[src/rtl/scratch_pad_arbiter_if.sv]
// rtl/scratch_pad_arbiter_if.sv - requester A/B and scratch-pad signal bundle for scratch_pad_arbiter
interface scratch_pad_arbiter_if #(
  parameter int DW = 32,
  parameter int AW = 4
);
  logic          a_req;
  logic          a_wr;
  logic [AW-1:0] a_addr;
  logic [DW-1:0] a_wdata;
  logic          a_ack;
  logic          a_err;
  logic [DW-1:0] a_rdata;

  logic          b_req;
  logic          b_wr;
  logic [AW-1:0] b_addr;
  logic [DW-1:0] b_wdata;
  logic          b_ack;
  logic          b_err;
  logic [DW-1:0] b_rdata;

  logic [DW-1:0] sp_di;
  logic          sp1_re;
  logic          sp1_we;
  logic          sp2_re;
  logic          sp2_we;
  logic [DW-1:0] sp_do;
  logic          busy;

  modport master (
    output a_req, a_wr, a_addr, a_wdata,
    input  a_ack, a_err, a_rdata,
    output b_req, b_wr, b_addr, b_wdata,
    input  b_ack, b_err, b_rdata,
    input  sp_di, sp1_re, sp1_we, sp2_re, sp2_we, busy,
    output sp_do
  );

  modport slave (
    input  a_req, a_wr, a_addr, a_wdata,
    output a_ack, a_err, a_rdata,
    input  b_req, b_wr, b_addr, b_wdata,
    output b_ack, b_err, b_rdata,
    output sp_di, sp1_re, sp1_we, sp2_re, sp2_we, busy,
    input  sp_do
  );
endinterface

[src/rtl/scratch_pad_arbiter.sv]
// rtl/scratch_pad_arbiter.sv - round-robin A/B arbiter for the SP1/SP2 scratch-pad register pair
module scratch_pad_arbiter #(
  parameter int            DW             = 32,
  parameter int            AW             = 4,
  parameter logic [AW-1:0] SP1_ADDR       = 'h0,
  parameter logic [AW-1:0] SP2_ADDR       = 'h4,
  parameter logic [DW-1:0] UNMAPPED_RDATA = DW'(32'hDEADC0DE)
) (
  input  logic               opb_clk,
  input  logic               opb_rst_n,
  scratch_pad_arbiter_if.slave bus
);

  localparam logic [1:0] S_IDLE  = 2'd0;
  localparam logic [1:0] S_ISSUE = 2'd1;
  localparam logic [1:0] S_RWAIT = 2'd2;
  localparam logic [1:0] S_DONE  = 2'd3;

  logic [1:0]    state;
  logic          ptr_b;
  logic          gnt_b;
  logic          wr_q;
  logic [DW-1:0] sp_di;
  logic          sp1_re, sp1_we, sp2_re, sp2_we;
  logic          a_ack, a_err, b_ack, b_err;
  logic [DW-1:0] a_rdata, b_rdata;
  logic          busy;

  logic          pick_b;
  logic          sel_wr;
  logic [AW-1:0] sel_addr;
  logic [DW-1:0] sel_wdata;
  logic          hit1, hit2;

  // ptr_b set means B was not served last and wins a tie
  assign pick_b    = (bus.a_req && bus.b_req) ? ptr_b : bus.b_req;
  assign sel_wr    = pick_b ? bus.b_wr    : bus.a_wr;
  assign sel_addr  = pick_b ? bus.b_addr  : bus.a_addr;
  assign sel_wdata = pick_b ? bus.b_wdata : bus.a_wdata;
  assign hit1      = (sel_addr == SP1_ADDR);
  assign hit2      = !hit1 && (sel_addr == SP2_ADDR);

  always_ff @(posedge opb_clk or negedge opb_rst_n) begin
    if (!opb_rst_n) begin
      state   <= S_IDLE;
      ptr_b   <= 1'b0;
      gnt_b   <= 1'b0;
      wr_q    <= 1'b0;
      sp_di   <= '0;
      sp1_re  <= 1'b0;
      sp1_we  <= 1'b0;
      sp2_re  <= 1'b0;
      sp2_we  <= 1'b0;
      a_ack   <= 1'b0;
      a_err   <= 1'b0;
      b_ack   <= 1'b0;
      b_err   <= 1'b0;
      a_rdata <= '0;
      b_rdata <= '0;
      busy    <= 1'b0;
    end else begin
      sp1_re <= 1'b0;
      sp1_we <= 1'b0;
      sp2_re <= 1'b0;
      sp2_we <= 1'b0;
      a_ack  <= 1'b0;
      a_err  <= 1'b0;
      b_ack  <= 1'b0;
      b_err  <= 1'b0;
      case (state)
        S_IDLE: begin
          if (bus.a_req || bus.b_req) begin
            gnt_b <= pick_b;
            ptr_b <= ~pick_b;
            wr_q  <= sel_wr;
            sp_di <= sel_wdata;
            busy  <= 1'b1;
            if (hit1 || hit2) begin
              state  <= S_ISSUE;
              sp1_re <= hit1 && !sel_wr;
              sp1_we <= hit1 && sel_wr;
              sp2_re <= hit2 && !sel_wr;
              sp2_we <= hit2 && sel_wr;
            end else begin
              state <= S_DONE;
              a_ack <= !pick_b;
              a_err <= !pick_b;
              b_ack <= pick_b;
              b_err <= pick_b;
              if (!sel_wr) begin
                if (pick_b) b_rdata <= UNMAPPED_RDATA;
                else        a_rdata <= UNMAPPED_RDATA;
              end
            end
          end
        end
        S_ISSUE: begin
          if (wr_q) begin
            state <= S_DONE;
            a_ack <= !gnt_b;
            b_ack <= gnt_b;
          end else begin
            state <= S_RWAIT;
          end
        end
        S_RWAIT: begin
          // pad read data is registered, so it is only valid in this cycle
          state <= S_DONE;
          a_ack <= !gnt_b;
          b_ack <= gnt_b;
          if (gnt_b) b_rdata <= bus.sp_do;
          else       a_rdata <= bus.sp_do;
        end
        default: begin
          state <= S_IDLE;
          busy  <= 1'b0;
        end
      endcase
    end
  end

  assign bus.sp_di   = sp_di;
  assign bus.sp1_re  = sp1_re;
  assign bus.sp1_we  = sp1_we;
  assign bus.sp2_re  = sp2_re;
  assign bus.sp2_we  = sp2_we;
  assign bus.a_ack   = a_ack;
  assign bus.a_err   = a_err;
  assign bus.a_rdata = a_rdata;
  assign bus.b_ack   = b_ack;
  assign bus.b_err   = b_err;
  assign bus.b_rdata = b_rdata;
  assign bus.busy    = busy;

endmodule

[src/flat_wrapper.sv]
// flat-port wrapper written by rule: the top's interface ports become plain ports
module scratch_pad_arbiter_flat 
#(
  parameter int            DW             = 32,
  parameter int            AW             = 4,
  parameter logic [AW-1:0] SP1_ADDR       = 'h0,
  parameter logic [AW-1:0] SP2_ADDR       = 'h4,
  parameter logic [DW-1:0] UNMAPPED_RDATA = DW'(32'hDEADC0DE)
)
  (opb_clk, opb_rst_n, bus_a_req, bus_a_wr, bus_a_addr, bus_a_wdata, bus_a_ack, bus_a_err, bus_a_rdata, bus_b_req, bus_b_wr, bus_b_addr, bus_b_wdata, bus_b_ack, bus_b_err, bus_b_rdata, bus_sp_di, bus_sp1_re, bus_sp1_we, bus_sp2_re, bus_sp2_we, bus_busy, bus_sp_do);
  scratch_pad_arbiter_if #(.DW(DW), .AW(AW)) bus_i ();
  input  logic opb_clk;
  input  logic opb_rst_n;
  input wire logic [$bits(bus_i.a_req)-1:0] bus_a_req;
  input wire logic [$bits(bus_i.a_wr)-1:0] bus_a_wr;
  input wire logic [$bits(bus_i.a_addr)-1:0] bus_a_addr;
  input wire logic [$bits(bus_i.a_wdata)-1:0] bus_a_wdata;
  output wire logic [$bits(bus_i.a_ack)-1:0] bus_a_ack;
  output wire logic [$bits(bus_i.a_err)-1:0] bus_a_err;
  output wire logic [$bits(bus_i.a_rdata)-1:0] bus_a_rdata;
  input wire logic [$bits(bus_i.b_req)-1:0] bus_b_req;
  input wire logic [$bits(bus_i.b_wr)-1:0] bus_b_wr;
  input wire logic [$bits(bus_i.b_addr)-1:0] bus_b_addr;
  input wire logic [$bits(bus_i.b_wdata)-1:0] bus_b_wdata;
  output wire logic [$bits(bus_i.b_ack)-1:0] bus_b_ack;
  output wire logic [$bits(bus_i.b_err)-1:0] bus_b_err;
  output wire logic [$bits(bus_i.b_rdata)-1:0] bus_b_rdata;
  output wire logic [$bits(bus_i.sp_di)-1:0] bus_sp_di;
  output wire logic [$bits(bus_i.sp1_re)-1:0] bus_sp1_re;
  output wire logic [$bits(bus_i.sp1_we)-1:0] bus_sp1_we;
  output wire logic [$bits(bus_i.sp2_re)-1:0] bus_sp2_re;
  output wire logic [$bits(bus_i.sp2_we)-1:0] bus_sp2_we;
  output wire logic [$bits(bus_i.busy)-1:0] bus_busy;
  input wire logic [$bits(bus_i.sp_do)-1:0] bus_sp_do;
  assign bus_i.a_req = bus_a_req;
  assign bus_i.a_wr = bus_a_wr;
  assign bus_i.a_addr = bus_a_addr;
  assign bus_i.a_wdata = bus_a_wdata;
  assign bus_a_ack = bus_i.a_ack;
  assign bus_a_err = bus_i.a_err;
  assign bus_a_rdata = bus_i.a_rdata;
  assign bus_i.b_req = bus_b_req;
  assign bus_i.b_wr = bus_b_wr;
  assign bus_i.b_addr = bus_b_addr;
  assign bus_i.b_wdata = bus_b_wdata;
  assign bus_b_ack = bus_i.b_ack;
  assign bus_b_err = bus_i.b_err;
  assign bus_b_rdata = bus_i.b_rdata;
  assign bus_sp_di = bus_i.sp_di;
  assign bus_sp1_re = bus_i.sp1_re;
  assign bus_sp1_we = bus_i.sp1_we;
  assign bus_sp2_re = bus_i.sp2_re;
  assign bus_sp2_we = bus_i.sp2_we;
  assign bus_busy = bus_i.busy;
  assign bus_i.sp_do = bus_sp_do;
  scratch_pad_arbiter #(.DW(DW), .AW(AW), .SP1_ADDR(SP1_ADDR), .SP2_ADDR(SP2_ADDR), .UNMAPPED_RDATA(UNMAPPED_RDATA)) u_core (.opb_clk(opb_clk), .opb_rst_n(opb_rst_n), .bus(bus_i));
endmodule
[config.mk]
export PLATFORM = sky130hd
export DESIGN_NAME = scratch_pad_arbiter_flat
export DESIGN_NICKNAME = d
export VERILOG_FILES = /design/src/rtl/scratch_pad_arbiter_if.sv /design/src/rtl/scratch_pad_arbiter.sv /design/src/flat_wrapper.sv
export SDC_FILE = /design/constraint.sdc
export NUM_CORES = 1
export LEC_CHECK = 0
export CAP_MARGIN = 40
export CORE_AREA = 2 2 137 139
export CTS_CLUSTER_DIAMETER = 80
export DETAILED_ROUTE_END_ITERATION = 6
export DIE_AREA = 0 0 139 141
export PLACE_DENSITY = 0.51
export REMOVE_ABC_BUFFERS = 1
export SLEW_MARGIN = 10
export SYNTH_ARGS = -nofsm -noshare
export SYNTH_HDL_FRONTEND = slang
export SYNTH_SLANG_ARGS = --single-unit
[constraint.sdc]
create_clock -name opb_clk -period 3.7 [get_ports opb_clk]
set_clock_uncertainty 0.05 [all_clocks]
set_input_delay 0.74 -clock opb_clk [delete_from_list [all_inputs] [get_ports opb_clk]]
set_output_delay 0.74 -clock opb_clk [all_outputs]
set_load 0.05 [all_outputs]
### After elaboration in Yosys (flattened, before gate mapping)

Cells that the tools add are included.

* muxes and demuxes: 44
* bitwise logic cells: 2
* equality and inequality tests: 10
* reduce and logical (&&, ||, !) cells: 20

Operator list (number)
* $mux 32: 11
* $pmux 32 s2: 2
* $mux 1: 24
* $reduce_and 6->1: 2
* $ne 2x2->1 const B: 4
* $logic_and 1x1->1: 6
* $ne 2x1->1 const B: 3
* $pmux 1 s3: 2
* $pmux 2 s3: 1
* $eq 4x3->1 const B: 1
* $logic_not 1->1: 4
* $logic_not 4->1: 1
* $mux 2: 2
* $mux 4: 1
* $reduce_and 2->1: 2
* $eq 2x1->1 const B: 1
* $eq 2x2->1 const B: 1
* $logic_not 2->1: 1
* $logic_or 1x1->1: 2
* $not 1->1: 2
* $pmux 1 s2: 1
* $reduce_bool 2->1: 1
* $reduce_or 2->1: 1

* word-level logic and storage cells: 92
* flip-flop bits (word level): 110
* output and inout bits: 105

### Logic depth before layout (Yosys ltp)

Gate-level depths: netlist (run 1).

* depth after elaboration: 10
* mapped depth: 8

### Worst setup path after synthesis (run 1)

OpenSTA, ideal clock, no wires.

* path type: input to register
* start: input bus_b_req
* end: register u_core.a_rdata[10] (netlist: u_core.bus.a_rdata[10])
* setup time: 0.121 ns
* path slack: 1.533 ns
* stages on the path: 7
* arrival: 1.996 ns
* buffers on the path: 3
* cell sequence: buf_2 -> and2_1 -> buf_6 -> a211o_1 -> o21a_1 -> buf_6 -> a22o_1

* cells in the longest elaborated chain, start to end: 9

Ends and longest elaborated chain
* from (decl): line flat_wrapper.sv:21 `input wire logic [$bits(bus_i.b_req)-1:0] bus_b_req;`
* $logic_and 1x1->1: line scratch_pad_arbiter.sv:36 `assign pick_b = (bus.a_req && bus.b_req) ? ptr_b : bus.b_req;`
* $mux 1: line scratch_pad_arbiter.sv:36
* $mux 4: line scratch_pad_arbiter.sv:38 `assign sel_addr = pick_b ? bus.b_addr : bus.a_addr;`
* $logic_not 4->1: line scratch_pad_arbiter.sv:40 `assign hit1 = (sel_addr == SP1_ADDR);`
* $logic_not 1->1: line scratch_pad_arbiter.sv:41 `assign hit2 = !hit1 && (sel_addr == SP2_ADDR);`
* $logic_and 1x1->1: line scratch_pad_arbiter.sv:41
* $logic_or 1x1->1: line scratch_pad_arbiter.sv:78 `if (hit1 || hit2) begin`
* $ne 2x2->1 (no line)
* $reduce_and 6->1 (no line) *
* to (signal assigned): line scratch_pad_arbiter.sv:112 `else a_rdata <= bus.sp_do;`
* to (decl): line scratch_pad_arbiter.sv:26 `logic [DW-1:0] a_rdata, b_rdata;`

Mark *: on every way between the ends. The rest lies on a longest branch, timed or not.
A chain may end at the register's enable or synchronous reset.

### Final worst setup path (run 1)

* start: input bus_a_req
* end: register u_core.a_rdata[16] (netlist: u_core.bus.a_rdata[16])

* cells in the longest elaborated chain, start to end: 9

Ends and longest elaborated chain
* from (decl): line flat_wrapper.sv:14 `input wire logic [$bits(bus_i.a_req)-1:0] bus_a_req;`
* $logic_and 1x1->1: line scratch_pad_arbiter.sv:36
* $mux 1: line scratch_pad_arbiter.sv:36
* $mux 4: line scratch_pad_arbiter.sv:38
* $logic_not 4->1: line scratch_pad_arbiter.sv:40
* $logic_not 1->1: line scratch_pad_arbiter.sv:41
* $logic_and 1x1->1: line scratch_pad_arbiter.sv:41
* $logic_or 1x1->1: line scratch_pad_arbiter.sv:78
* $ne 2x2->1 (no line)
* $reduce_and 6->1 (no line) *

Marks and branches as above.

==> results of run 1 <==
## state kept, by name, summed over array words and instances, names as in the netlist, 2 cells and up
| register | cells |
|---|---|
| u_core.bus.sp_di | 32 |
| u_core.bus.b_rdata | 32 |
| u_core.bus.a_rdata | 32 |
| u_core.state | 2 |
## layout make-up
cell class / count / area, um2 / area share [%]
timing repair buffer: 224 / 2230 / 31.1
inverter: 3 / 11.3 / 0.157
tap: 234 / 293 / 4.08
multi-input combinational: 197 / 1580 / 22.1
clock buffer: 9 / 225 / 3.14
clock inverter: 7 / 73.8 / 1.03
sequential: 110 / 2750 / 38.4
## per-layer routing
layer,GRT usage (%),share of wire [%]
met5,0,0
met4,5.74,2.0
met3,5.40,9.7
met2,21.1,45
met1,17.6,43
## power groups by stage
stage               Clock, mW  Combinational, mW  Sequential [mW]
global route             1.06               4.35             2.07
CTS                      1.00               4.17             2.01
global placement            0               4.07             2.01
detailed placement          0               4.17             2.02
finish                  0.971               4.11             2.00
floorplan                   0               1.10             3.55
## cells in the mapped netlist (all sizes together)
master | number | area (um2)
mux2 | 1 | 11.3
a21boi | 1 | 11.3
nor2b | 2 | 12.5
and2 | 1 | 6.26
or2 | 1 | 6.26
mux2i | 2 | 20.0
o22a | 39 | 342
buf | 10 | 67.6
o41ai | 1 | 8.76
clkbuf | 17 | 63.8
nor3b | 1 | 7.51
o21a | 3 | 22.5
a211o | 1 | 8.76
nand3 | 2 | 10.0
a31oi | 1 | 6.26
nand4b | 1 | 8.76
nand2 | 8 | 30.0
dfrtp | 110 | 2750
a22o | 89 | 780
nor2 | 6 | 22.5
nor3 | 5 | 25.0
nand2b | 6 | 45.0
a21oi | 6 | 37.5
o21ai | 8 | 51.3
a22oi | 1 | 7.51
or3 | 2 | 12.5
ha | 4 | 50.1
and3 | 1 | 6.26
a32o | 1 | 10.0
inv | 3 | 11.3
o21bai | 1 | 7.51
o22ai | 2 | 12.5
## cell families after synthesis
kind of cell | count (synthesis) | share of synthesized area (%)
compound gates | 154 | 29.2
flops | 110 | 61.5
simple gates | 36 | 4.31
buf+inv | 30 | 3.19
fa+ha+maj | 4 | 1.12
mux | 3 | 0.699
## how the worst max path moves through the flow
| stage | end | startpoint | slack [ns] |
|---|---|---|---|
| global route | u_core.bus.a_rdata[23] | bus_a_req | 0.76 |
| global placement | u_core.bus.a_rdata[19] | bus_a_req | 0.62 |
| CTS | u_core.bus.a_rdata[15] | bus_a_req | 0.89 |
| finish | u_core.bus.a_rdata[16] | bus_a_req | 0.91 |
| floorplan | u_core.bus.a_ack | u_core.state[0] | 0.69 |
| detailed placement | u_core.bus.a_rdata[15] | bus_a_req | 0.51 |
==> impl_metrics.py, run 1 <==
metrics = {
    "placed_design": {
        "gp_congestion": 0.738,
        "place.detailed.hpwl_mm": 10.2,
        "placed_cell_area_mm2": 0.00687,
        "pre_cts_ws_ns": 0.512,
        "io_buffers": 214,
        "dp.cells": 768,
    },
    "worst_setup_path": {
        "cpPeakStageDelay_ns": 0.61,
        "crit_chain": "clkdlybuf4s50_1, a21boi_2, buf_4, nand3_1, a211o_1, o21ai_4, o22a_1",
        "cp_max_fo": 32,
        "r2r-start": "u_core.state[0]",
        "r2r-end": "u_core.bus.sp_di[15]",
        "crit_family": "compound AO/OA/AOI/OAI gates",
        "r2r_slack_ns": 1.38,
        "arrival_ns": 3.03,
        "endpoint_kind": "flip-flop",
        "cp_slowest_cell": "clkdlybuf4s50_1",
        "cp.required_ns": 3.94,
        "rr_worst_depth": 6,
        "worstSetupPathType": "in2reg",
        "crit_buf_inv": 2,
        "cp.depth": 7,
        "cp-start-kind": "input port",
    },
    "final_layout": {
        "nFillCells": 1766,
        "synthToLayoutAreaGrowth_pct": 60.2,
        "layout_common_cells": "213 x clkdlybuf4s50_1, 110 x dfrtp_1, 89 x a22o_1, 39 x o22a_1",
        "finish.utilization_pct": 39.2,
        "nets": 659,
        "antenna_cells": 0,
        "final_common_cell": "clkdlybuf4s50_1",
        "drive_gt1_share_pct": 6.36,
        "fin_cells": 784,
        "finalInstanceArea_mm2": 0.00717,
    },
    "logic_synthesis": {
        "syn_avg_cell_area_um2": 13.3,
        "ys_ff_latch": 110,
        "syn_area_mm2": 0.00447,
        "syn_inst": 337,
        "synth.distinct_cells": 38,
        "yosys_warnings": 0,
        "yosysSeqAreaShare_pct": 61.5,
    },
    "route": {
        "drt-initial-drc-count": 160,
        "drcViolationCount": 0,
        "vias": 3716,
        "ant_nets": 0,
        "wl_per_cell_um": 17.2,
        "routed_wl_mm": 13.5,
        "dr.pass1.iters": 4,
        "vias_per_cell": 4.74,
    },
    "die": {
        "die-area_mm2": 0.0196,
        "die_h_um": 141,
        "coreArea_mm2": 0.0183,
        "ios": 215,
        "initial_core_util_pct": 24.5,
        "num_rows": 50,
        "die_x_um": 139,
    },
    "timing": {
        "setup_slack_ns": 0.911,
        "period_share_pct": 75.4,
        "tns_ns": 0,
        "whs_ns": 0.274,
        "rsz0062_at_grt": "false",
        "tightest_slew_ns": 0.791,
        "finalMaxSlewViolations": 0,
        "setup_viol": 0,
        "fin_crit_ns": 2.79,
        "relSlewSlack_pct": 47.1,
        "fmaxAchievable_mhz": 359,
        "hold_viol": 0,
    },
    "pwr": {
        "p_int_mw": 3.73,
        "pwr-share-comb_pct": 58.1,
        "p_switching_mw": 3.35,
        "p_leak_nw": 2.93,
        "clkPwrFrac_pct": 13.7,
        "p_sw_share_pct": 47.3,
        "p_seq_share_pct": 28.2,
        "total_power_mw": 7.09,
        "power-per-cell-area_mw_per_mm2": 988,
        "ir_drop_mv": 0.402,
    },
    "job": {
        "drv_cap": 0,
    },
    "grt": {
        "first_global_vias": 3849,
        "antenna_found_initial": 0,
        "grt_start_max_net_pins": 41,
        "grt_overflow": 0,
        "grt_pass1_wl_mm": 21.1,
        "grtUsageTotal_pct": 13.8,
    },
    "clock_network": {
        "holdBufCountCts": 0,
        "clk_latency_ns": 0.35,
        "cts_buffers": 9,
        "clkSlewWorstSetupHoldPaths_ns": 0.07,
        "cts_buffer_depth": 2,
        "cts.repair.resized": 0,
        "htree_levels": 3,
        "clkSinkCount": 110,
        "cts_root_buf": "clkbuf_16",
        "post-cts-setup-buffers": 0,
        "cts_tree": "yes",
    },
    "worst_hold_path": {
        "hp-class": "in2async",
    },
    "run_status": {
        "status": "completed",
    },
}
Note: power is estimated with default switching activity, not from simulation.
==> inputs of run 2 (changes only) <==
Clock period 3.7 ns to 2.7 ns, I/O delays scaled along.
==> run 2 against run 1 <==
Against the previous run:
- design area grew 1.6%
- hold slack got worse by 0.076 ns
- first-iteration DRC count is 24% lower
- total power is 40% higher
- sequential power increased by 36%
- largest power group unchanged
- highest routed layer unchanged
==> impl_metrics.py, run 2 (synthesized netlist as in run 1, its figures left out) <==
metrics = {
    "clock_network": {
        "htree_levels": 3,
        "cts_root_buf": "clkbuf_16",
        "clkSinkCount": 110,
        "cts_tree": "yes",
        "cts.repair.resized": 0,
        "post-cts-setup-buffers": 0,
        "holdBufCountCts": 0,
        "cts_buffers": 9,
        "clk_latency_ns": 0.35,
        "cts_buffer_depth": 2,
        "clkSlewWorstSetupHoldPaths_ns": 0.08,
    },
    "grt": {
        "first_global_vias": 3902,
        "grtUsageTotal_pct": 14.1,
        "grt_pass1_wl_mm": 21.5,
        "antenna_found_initial": 0,
        "grt_start_max_net_pins": 111,
        "grt_overflow": 0,
    },
    "worst_setup_path": {
        "cpPeakStageDelay_ns": 0.49,
        "r2r-start": "u_core.state[0]",
        "r2r_slack_ns": 0.44,
        "cp.required_ns": 2.93,
        "worstSetupPathType": "in2reg",
        "cp-start-kind": "input port",
        "rr_worst_depth": 6,
        "cp_slowest_cell": "o21a_1",
        "endpoint_kind": "flip-flop",
        "cp_max_fo": 13,
        "arrival_ns": 2.55,
        "crit_chain": "clkdlybuf4s50_1, or3_1, a21oi_2, buf_4, a211o_1, o21a_1, a22o_1",
        "r2r-end": "u_core.bus.a_rdata[12]",
    },
    "die": {
        "num_rows": 50,
        "die_x_um": 139,
        "coreArea_mm2": 0.0183,
        "die-area_mm2": 0.0196,
        "initial_core_util_pct": 24.5,
        "ios": 215,
        "die_h_um": 141,
    },
    "timing": {
        "tightest_slew_ns": 0.581,
        "rsz0062_at_grt": "false",
        "setup_viol": 0,
        "hold_viol": 0,
        "fmaxAchievable_mhz": 432,
        "finalMaxSlewViolations": 0,
        "setup_slack_ns": 0.383,
        "relSlewSlack_pct": 61.3,
        "period_share_pct": 85.8,
        "fin_crit_ns": 2.32,
    },
    "placed_design": {
        "place.detailed.hpwl_mm": 9.84,
        "pre_cts_ws_ns": 0.0394,
        "io_buffers": 214,
        "placed_cell_area_mm2": 0.00699,
        "dp.cells": 777,
        "gp_congestion": 0.734,
    },
    "run_status": {
        "status": "completed",
    },
    "final_layout": {
        "antenna_cells": 0,
        "synthToLayoutAreaGrowth_pct": 62.9,
        "nets": 668,
        "final_common_cell": "clkdlybuf4s50_1",
        "top_regs": "u_core.bus.a_rdata (32), u_core.bus.b_rdata (32), u_core.bus.sp_di (32)",
        "drive_gt1_share_pct": 7.87,
        "layout_common_cells": "213 x clkdlybuf4s50_1, 110 x dfrtp_1, 89 x a22o_1, 39 x o22a_1, 14 x buf_4",
        "finalInstanceArea_mm2": 0.00729,
        "fin_cells": 793,
    },
    "worst_hold_path": {
        "hp-class": "in2async",
    },
    "job": {
        "drv_cap": 0,
    },
    "route": {
        "vias": 3762,
        "ant_nets": 0,
        "routed_wl_mm": 13.6,
        "drt-initial-drc-count": 122,
        "vias_per_cell": 4.74,
        "wl_per_cell_um": 17.1,
        "drcViolationCount": 0,
        "dr.pass1.iters": 4,
    },
    "pwr": {
        "power-per-cell-area_mw_per_mm2": 1360,
        "p_leak_nw": 3.00,
        "ir_drop_mv": 0.598,
    },
}
-- run 2: changes by cell type in the layout (fill, tap and decap cells not counted) --
cell	previous run	this run
buf_4	9	14
buf_12	1	5
-- run 2: final cells by class --
class                   instances  area [um2]
clock buffers                   9         225
clock inverters                 7        73.8
fillers                      1704       11000
inverters                       3        11.3
multi-input cells             197        1580
flip-flops and latches        110        2750
well taps                     234         293
repair buffers                233        2350
-- run 2: report_power, final --
group	switching, mW	internal [mW]
Combinational	3.65	2.20
Sequential	0.403	2.33
Clock	0.600	0.723
-- run 2: how the worst max path moves through the flow --
stage | from | to | slack, ns | cells past startpoint
2_1_floorplan | u_core.state[0] | u_core.bus.a_ack | -0.31 | 5
3_3_place_gp | bus_a_req | u_core.bus.a_rdata[5] | -0.04 | 7
3_5_place_dp | bus_a_addr[0] | u_core.bus.a_rdata[22] | 0.04 | 7
4_1_cts | bus_a_addr[0] | u_core.bus.a_rdata[11] | 0.40 | 7
5_1_grt | bus_a_addr[0] | u_core.bus.a_rdata[22] | 0.26 | 7
6_report | bus_a_addr[0] | u_core.bus.a_rdata[12] | 0.38 | 7
-- run 2: metrics by stage --
step / power [mW] / utilization [%] / setup TNS [ns] / hold slack [ns]
after floorplan: 6.36 / - / -8.42 / 0.194
after global placement: 8.54 / 38.2 / -0.550 / 0.421
after detailed placement: 8.67 / 38.3 / 0 / 0.426
after CTS: 10.0 / 39.9 / 0 / 0.216
after global routing: 10.4 / 39.9 / 0 / 0.247
final: 9.90 / 39.9 / 0 / 0.198
-- run 2: metal layers --
metal / vias up / global-route usage [%] / wire length (um)
met5: - / 0 / 0
met4: 0 / 5.53 / 259
met3: 15 / 5.10 / 1190
met2: 168 / 22.3 / 6210
met1: 1832 / 17.5 / 5910
li1: 1747 / - / -
-- run 2: worst max-delay path, delay by kind of cell --
| kind | cells | cell delay (ns) |
|---|---|---|
| buffers and inverters | 2 | 0.53 |
| and+or+nand+nor | 1 | 0.44 |
| AOI/OAI and AO/OA | 4 | 1.04 |
